==> src/rtl/video_pkg.sv <==
// Shared definitions for the video output stage: channel bit-replication
// expansion, scanline dim modes and the timing-statistics width.
package video_pkg;

  localparam int unsigned STAT_W = 12;
  localparam logic [STAT_W-1:0] STAT_MAX = '1;

  typedef enum logic [1:0] {
    DIM_NONE = 2'd0,
    DIM_25   = 2'd1,
    DIM_50   = 2'd2,
    DIM_75   = 2'd3
  } dim_mode_t;

  // v holds the channel right-aligned in its low 'bits' bits; result repeats
  // it MSB-first until all 8 output bits are filled.
  function automatic logic [7:0] expand_chan(input logic [7:0] v, input int unsigned bits);
    logic [7:0] r;
    logic [2:0] src;
    r = '0;
    for (int i = 0; i < 8; i++) begin
      src = 3'(bits - 1 - (i % bits));
      r[3'(7 - i)] = v[src];
    end
    return r;
  endfunction

endpackage

==> src/rtl/video_expand.sv <==
// One colour channel: expand to 8 bits, then force black or apply odd-line dim.
module video_expand import video_pkg::*; #(
  parameter int unsigned IN_BITS = 3
) (
  input  logic [IN_BITS-1:0] i_val,
  input  logic               i_black,
  input  logic               i_odd,
  input  logic [1:0]         i_mode,
  output logic [7:0]         o_val
);

  logic [7:0] w_exp;

  // Blanking wins over dimming; dimmed values never underflow.
  always_comb begin
    w_exp = expand_chan(8'(i_val), IN_BITS);
    o_val = w_exp;
    if (i_black) begin
      o_val = '0;
    end else if (i_odd) begin
      case (dim_mode_t'(i_mode))
        DIM_25:  o_val = w_exp - (w_exp >> 2);
        DIM_50:  o_val = w_exp >> 1;
        DIM_75:  o_val = w_exp >> 2;
        default: o_val = w_exp;
      endcase
    end
  end

endmodule

==> src/rtl/video_out_stage.sv <==
// Registered video output stage: colour expansion, blanking, scanline dim,
// sync polarity. Timing measurement is built only with VIDEO_STATS_EN defined.
module video_out_stage import video_pkg::*; #(
  parameter int unsigned IN_BITS = 3,
  parameter logic        HS_POL  = 1'b0,
  parameter logic        VS_POL  = 1'b0
) (
  input  logic                 clk_sys,
  input  logic                 reset,
  input  logic                 ce_pix,
  input  logic [3*IN_BITS-1:0] rgb_i,
  input  logic                 hsync_i,
  input  logic                 vsync_i,
  input  logic                 hblank_i,
  input  logic                 vblank_i,
  input  logic                 blank_en,
  input  logic [1:0]           scanline_i,
  output logic [7:0]           VGA_R,
  output logic [7:0]           VGA_G,
  output logic [7:0]           VGA_B,
  output logic                 VGA_HS,
  output logic                 VGA_VS,
  output logic                 VGA_DE,
  output logic                 frame_done,
  output logic [STAT_W-1:0]    line_pixels,
  output logic [STAT_W-1:0]    frame_lines,
  output logic                 stats_valid
);

  logic       r_hb_d;
  logic       r_vb_d;
  logic       r_odd;
  logic       w_hb_rise;
  logic       w_vb_rise;
  logic       w_black;
  logic [7:0] w_r;
  logic [7:0] w_g;
  logic [7:0] w_b;

  assign w_hb_rise = ce_pix & hblank_i & ~r_hb_d;
  assign w_vb_rise = ce_pix & vblank_i & ~r_vb_d;
  assign w_black   = blank_en & (hblank_i | vblank_i);

  video_expand #(.IN_BITS(IN_BITS)) u_exp_r (
    .i_val(rgb_i[IN_BITS-1:0]), .i_black(w_black), .i_odd(r_odd),
    .i_mode(scanline_i), .o_val(w_r)
  );
  video_expand #(.IN_BITS(IN_BITS)) u_exp_g (
    .i_val(rgb_i[2*IN_BITS-1:IN_BITS]), .i_black(w_black), .i_odd(r_odd),
    .i_mode(scanline_i), .o_val(w_g)
  );
  video_expand #(.IN_BITS(IN_BITS)) u_exp_b (
    .i_val(rgb_i[3*IN_BITS-1:2*IN_BITS]), .i_black(w_black), .i_odd(r_odd),
    .i_mode(scanline_i), .o_val(w_b)
  );

  // Colour is captured with the parity held before this cycle's toggle.
  always_ff @(posedge clk_sys) begin
    if (reset) begin
      r_hb_d     <= 1'b0;
      r_vb_d     <= 1'b0;
      r_odd      <= 1'b0;
      VGA_R      <= '0;
      VGA_G      <= '0;
      VGA_B      <= '0;
      VGA_HS     <= ~HS_POL;
      VGA_VS     <= ~VS_POL;
      VGA_DE     <= 1'b0;
      frame_done <= 1'b0;
    end else begin
      frame_done <= w_vb_rise;
      if (ce_pix) begin
        r_hb_d <= hblank_i;
        r_vb_d <= vblank_i;
        if (w_vb_rise)
          r_odd <= 1'b0;
        else if (w_hb_rise)
          r_odd <= ~r_odd;
        VGA_R  <= w_r;
        VGA_G  <= w_g;
        VGA_B  <= w_b;
        VGA_HS <= ~(hsync_i ^ HS_POL);
        VGA_VS <= ~(vsync_i ^ VS_POL);
        VGA_DE <= ~(hblank_i | vblank_i);
      end
    end
  end

`ifdef VIDEO_STATS_EN
  logic [STAT_W-1:0] r_pix_cnt;
  logic [STAT_W-1:0] r_line_cnt;
  logic [STAT_W-1:0] r_line_pixels;
  logic [STAT_W-1:0] r_frame_lines;
  logic              r_seen_vb;
  logic              r_stats_valid;
  logic              w_hb_fall;

  assign w_hb_fall = ce_pix & ~hblank_i & r_hb_d;

  // The first vblank after reset closes a partial frame, so valid waits for the second.
  always_ff @(posedge clk_sys) begin
    if (reset) begin
      r_pix_cnt     <= '0;
      r_line_cnt    <= '0;
      r_line_pixels <= '0;
      r_frame_lines <= '0;
      r_seen_vb     <= 1'b0;
      r_stats_valid <= 1'b0;
    end else if (ce_pix) begin
      if (w_hb_rise) begin
        r_line_pixels <= r_pix_cnt;
        r_pix_cnt     <= '0;
      end else if (!hblank_i && r_pix_cnt != STAT_MAX) begin
        r_pix_cnt <= r_pix_cnt + 1'b1;
      end
      if (w_vb_rise) begin
        r_frame_lines <= r_line_cnt;
        r_line_cnt    <= '0;
        r_seen_vb     <= 1'b1;
        if (r_seen_vb)
          r_stats_valid <= 1'b1;
      end else if (w_hb_fall && !vblank_i && r_line_cnt != STAT_MAX) begin
        r_line_cnt <= r_line_cnt + 1'b1;
      end
    end
  end

  assign line_pixels = r_line_pixels;
  assign frame_lines = r_frame_lines;
  assign stats_valid = r_stats_valid;
`else
  assign line_pixels = '0;
  assign frame_lines = '0;
  assign stats_valid = 1'b0;
`endif

endmodule

==> config.mk <==
export PLATFORM = sky130hd
export DESIGN_NAME = video_out_stage
export DESIGN_NICKNAME = d
export VERILOG_FILES = /design/src/rtl/video_pkg.sv /design/src/rtl/video_expand.sv /design/src/rtl/video_out_stage.sv
export SDC_FILE = /design/constraint.sdc
export NUM_CORES = 1
export LEC_CHECK = 0
export CORE_ASPECT_RATIO = 0.9
export CORE_MARGIN = 2
export CORE_UTILIZATION = 43
export CTS_BUF_LIST = sky130_fd_sc_hd__clkbuf_16
export DETAILED_ROUTE_END_ITERATION = 10
export PLACE_DENSITY = 0.85
export SYNTH_ARGS = -nofsm -noshare
export SYNTH_HDL_FRONTEND = slang
export SYNTH_SLANG_ARGS = --single-unit
==> constraint.sdc <==
create_clock -name clk_sys -period 2.4 [get_ports clk_sys]
set_input_delay 0.48 -clock clk_sys [delete_from_list [all_inputs] [get_ports clk_sys]]
set_output_delay 0.48 -clock clk_sys [all_outputs]
set_load 0.005 [all_outputs]
## After elaboration in Yosys (flattened, before gate mapping)

Index checks and enable logic that the tools add are counted.

| word-level totals | value |
|---|---|
| register bits | 31 |
| logic and storage cells | 41 |
| input port bits | 19 |
| output and inout port bits | 53 |

| operators by class | value |
|---|---|
| bitwise logic cells | 12 |
| reduce and logical (&&, ||, !) cells | 2 |
| $add $sub $neg | 3 |
| muxes and demuxes | 11 |
| equal/unequal tests | 3 |

Operators with widths:

| kind | number |
|---|---|
| case mux 8 bit (3 select lines) | 3 |
| two-way mux 8 bit | 6 |
| subtractor 4 x 2 -> 5 bit | 3 |
| NOT 1 bit | 6 |
| bitwise AND 1 bit | 5 |
| == test 2 bit, second input constant | 2 |
| == test 2 x 1 -> 1 bit, second input constant | 1 |
| two-way mux 1 bit | 2 |
| AND reduction 2 bit | 1 |
| nonzero test 2 bit | 1 |
| bitwise OR 1 bit | 1 |

## Longest topological paths before layout

| logic depth | value |
|---|---|
| depth after elaboration | 4 |
| mapped depth | 8 |
| gate-level depth less buffers | 8 |

## By module

Synthesis repeated with hierarchy kept, for this count alone.

| second synthesis, totals | value |
|---|---|
| cells, all modules | 258 |
| area, all modules | 2341.0 µm² |

By module, submodules not included:

| module | area an instance (µm²) | cells each | times used |
|---|---|---|---|
| video_out_stage | 1331.3 | 132 | 1 |
| video_expand | 336.6 | 42 | 3 |

## Worst setup path after synthesis

No wires, ideal clock.

| timing | value |
|---|---|
| path kind | input-to-reg |
| start | input rgb_i[4] |
| end | register VGA_G[1] |
| setup slack | 0.401 ns |
| arrival | 1.937 ns |
| buffers on the path | 0 |
| stages | 8 |
| cell sequence | inv_1 ha_1 inv_1 fa_1 nor2_1 or3b_1 o211ai_1 a32o_1 |

| on the way | value |
|---|---|
| longest elaborated chain between the ends | 4 |

RTL lines:

| element | line | RTL |
|---|---|---|
| start, declared | video_out_stage.sv:11 | `input logic [3*IN_BITS-1:0] rgb_i,` |
| subtractor 4 x 2 -> 5 bit | video_expand.sv:22 | `DIM_25: o_val = w_exp - (w_exp >> 2);` |
| case mux 8 bit (3 select lines) * | video_expand.sv:21 | `case (dim_mode_t'(i_mode))` |
| two-way mux 8 bit * | video_expand.sv:20 | `end else if (i_odd) begin` |
| two-way mux 8 bit * | video_expand.sv:18 | `if (i_black) begin` |
| end signal, assigned | video_out_stage.sv:80 | `VGA_G <= w_g;` |
| end, declared | video_out_stage.sv:19 | `output logic [7:0] VGA_G,` |

Every way passes the cells marked *; elsewhere a longest branch is shown, timed or not.
A chain may end at the register's enable or synchronous reset.

## Worst setup path in the final report

Same ends and word-level chain as after synthesis.

==> metrics.csv <==
stage,metric,value,unit
drt,vias,1495,
clock_network,tritoncts,built,
placed_design,dp_slack,-0.107,ns
placed_design,portBuffers,46,
clock_network,postCtsSetupBuffers,0,
floorplanning,ios,72,
setup_path,critPathMaxFanout,3,
synth,synthArstFlopShare,0,%
sta,finalSetupViolCount,0,
layout,final_common_cell,clkdlybuf4s50_1,
sta,rsz0062_at_grt,false,
clock_network,clk_pin_slew,0.06,ns
grt,grt-ovfl-total,0,
hold_path,hold_class,reg2reg,
synth,ys_seq_area_share,26.0,%
drt,avgViaCountPerCell,5.07,
grt,track_usage,17.4,%
sta,slew_violations,0,
power_and_ir_drop,ir_worst_vdd,0.000282,V
synth,ys_ff_latch,22,
setup_path,worstPathArrival,2.42,ns
placed_design,gp_congestion,0.804,
synth,netlist_top_cells_area,"dfxtp_1 26%, buf_4 16%, ha_1 8.9%",
synth,synth_cell_types,42,
setup_path,crit_top_cell,inv_1,
drt,drt_pass1_iterations,4,
grt,grt_pass1_wl,6330,um
sta,timing.fmax,0.450,GHz
synth,yosys.area.top_type,dfxtp_1,
floorplanning,design.core.area,0.00376,sq mm
sta,final-hold-violation-count,0,
sta,skew,0.00156,ns
setup_path,crit_path_end_kind,register,
grt,grt_pass1_vias,1389,
sta,final.setup.tns,0,ns
layout,layout_common_cells,"46 x clkdlybuf4s50_1, 25 x conb_1, 22 x dfxtp_1, 18 x buf_4, 15 x nand2_1",
drt,wl,3770,um
power_and_ir_drop,p_leak,0.931,nW
placed_design,hpwl,2860,um
layout,nets,284,
sta,period_needed,2.22,ns
setup_path,path_cells,clkdlybuf4s50_1 > inv_1 > ha_1 > inv_1 > fa_1 > nor2_1 > or3b_1 > o211ai_1 > a32o_1,
setup_path,worstSetupStartpointType,input port,
clock_network,clockBufferDepth,2,
floorplanning,die_x,70.2,um
synth,synthFlopType,dfxtp_1,
clock_network,cts-htree-levels,1,
drt,drt-initial-drc-count,46,
clock_network,worstSkewPairLatency,0.25,ns
placed_design,place_area,0.00213,sq mm
sta,layout_setup_ws,0.178,ns
clock_network,cts_sinks,22,
synth,syn-cell-area,0.00169,sq mm
setup_path,cp_top_family,adder cells,
layout,stdcell_area,0.00224,sq mm
synth,ys_warn_count,0,
setup_path,crit_type,in2reg,
floorplanning,dieArea,0.00446,sq mm
clock_network,postCtsHoldBufs,0,
power_and_ir_drop,powerDensity,487,mW/mm^2
sta,fin_crit_sh,92.6,%
drt,drtAntennaViolNets,0,
synth,syn_area_per_cell,8.47,sq um
floorplanning,start_util,45.1,%
status,status,finished clean,
clock_network,ctsResizeCount,0,
clock_network,cts_made_buffers,3,
floorplanning,fp.dieH,63.5,um
job,cap_violations,0,
layout,drive_gt1_share,10.4,%
setup_path,critical_path_buf_inv_count,3,
setup_path,cp_slowest_cell,fa_1,
grt,antenna_found_initial,0,
floorplanning,core.rowCount,21,
drt,drc,0,
synth,synth.top_cell.area_share,26.0,%
clock_network,clockRootBuffer,clkbuf_16,
drt,drt-wirelength-per-cell,12.8,um
synth,syn_inst,200,
synth,synth_edf_count,0,
grt,grt_start_max_net_pins,18,
layout,diodes,0,
setup_path,cp.required,2.60,ns
layout,syn2layout_area_growth,32.0,%
setup_path,max_stage_delay,0.47,ns
## power by group
group / switching, W / internal [W] / leakage, nW / total (W)
clock: 0.000135 / 0.000331 / 0.0511 / 0.000466
combinational: 0.000113 / 0.000119 / 0.700 / 0.000232
sequential: 0.00000854 / 0.000382 / 0.180 / 0.000391
## flip-flops by register name, summed over array words and instances (netlist names)
register	flops
VGA_B	5
frame_done	1
VGA_R	5
VGA_HS	1
VGA_DE	1
VGA_G	5
VGA_VS	1
r_odd	1
r_hb_d	1
r_vb_d	1
## layout make-up
class | count | area (sq um)
Fill cell | 349 | 1520
Multi-Input combinational cell | 146 | 988
Timing Repair Buffer | 64 | 596
Sequential cell | 22 | 440
Clock buffer | 3 | 75.1
Tap cell | 46 | 57.6
Inverter | 13 | 48.8
Clock inverter | 1 | 30.0
## metrics by stage
step / utilization (%) / hold slack (ns) / std cells / power (W)
floorplan: - / 0.450 / 224 / 0.000546
global placement: 56.7 / 0.439 / 291 / 0.000621
detailed placement: 56.7 / 0.449 / 291 / 0.000628
CTS: 59.5 / 0.467 / 295 / 0.00110
global route: 59.5 / 0.487 / 295 / 0.00114
finish: 59.5 / 0.464 / 295 / 0.00109
## worst paths after layout
check                        start  slack [ns]  cells after the start                     to
max                       rgb_i[4]        0.18                      9  VGA_G[1]$_SDFFE_PP0P_
min          VGA_R[2]$_SDFFE_PP0P_        0.46                      2  VGA_R[2]$_SDFFE_PP0P_
max reg2reg     r_odd$_SDFFE_PP0P_        0.99                      4  VGA_G[3]$_SDFFE_PP0P_
min reg2reg  VGA_R[2]$_SDFFE_PP0P_        0.46                      2  VGA_R[2]$_SDFFE_PP0P_
## routing by layer
layer  up-vias  global-route usage [%]  share of wire, %
met5         -                       0                 0
met4         0                    6.01              0.82
met3         4                    3.20               6.6
met2        55                    29.8                49
met1       692                    22.0                44
li1        744                       -                 -
## cell usage after synthesis (4+ instances only)
cell and count:
nand2_1 15, nor4b_1 6, nand2b_1 5, buf_4 36
o21ai_0 4, nor3_1 6, nor2_1 12, nor2b_1 7
nand3_1 4, a32o_1 5, dfxtp_1 22, inv_1 12
ha_1 12, a21oi_1 5, clkbuf_1 4
## cells by family after synthesis
kind of cell / count (synthesis) / synth area share (%)
XOR/XNOR: 1 / 0.517
buffers and inverters: 56 / 21.0
AND/OR/NAND/NOR: 60 / 19.1
adder cells (fa/ha/maj): 15 / 12.4
other: 1 / 0.221
AO/OA/AOI/OAI: 40 / 17.7
multiplexers: 5 / 3.10
flip-flops: 22 / 26.0
## worst register-to-register path, stage by stage (launching register included)
cell and delay [ns]:
dfxtp_1 0.35, nand2_1 0.26, o41a_1 0.44, o21ai_0 0.16, a21oi_1 0.08
Power figures use the tool's default switching activity.
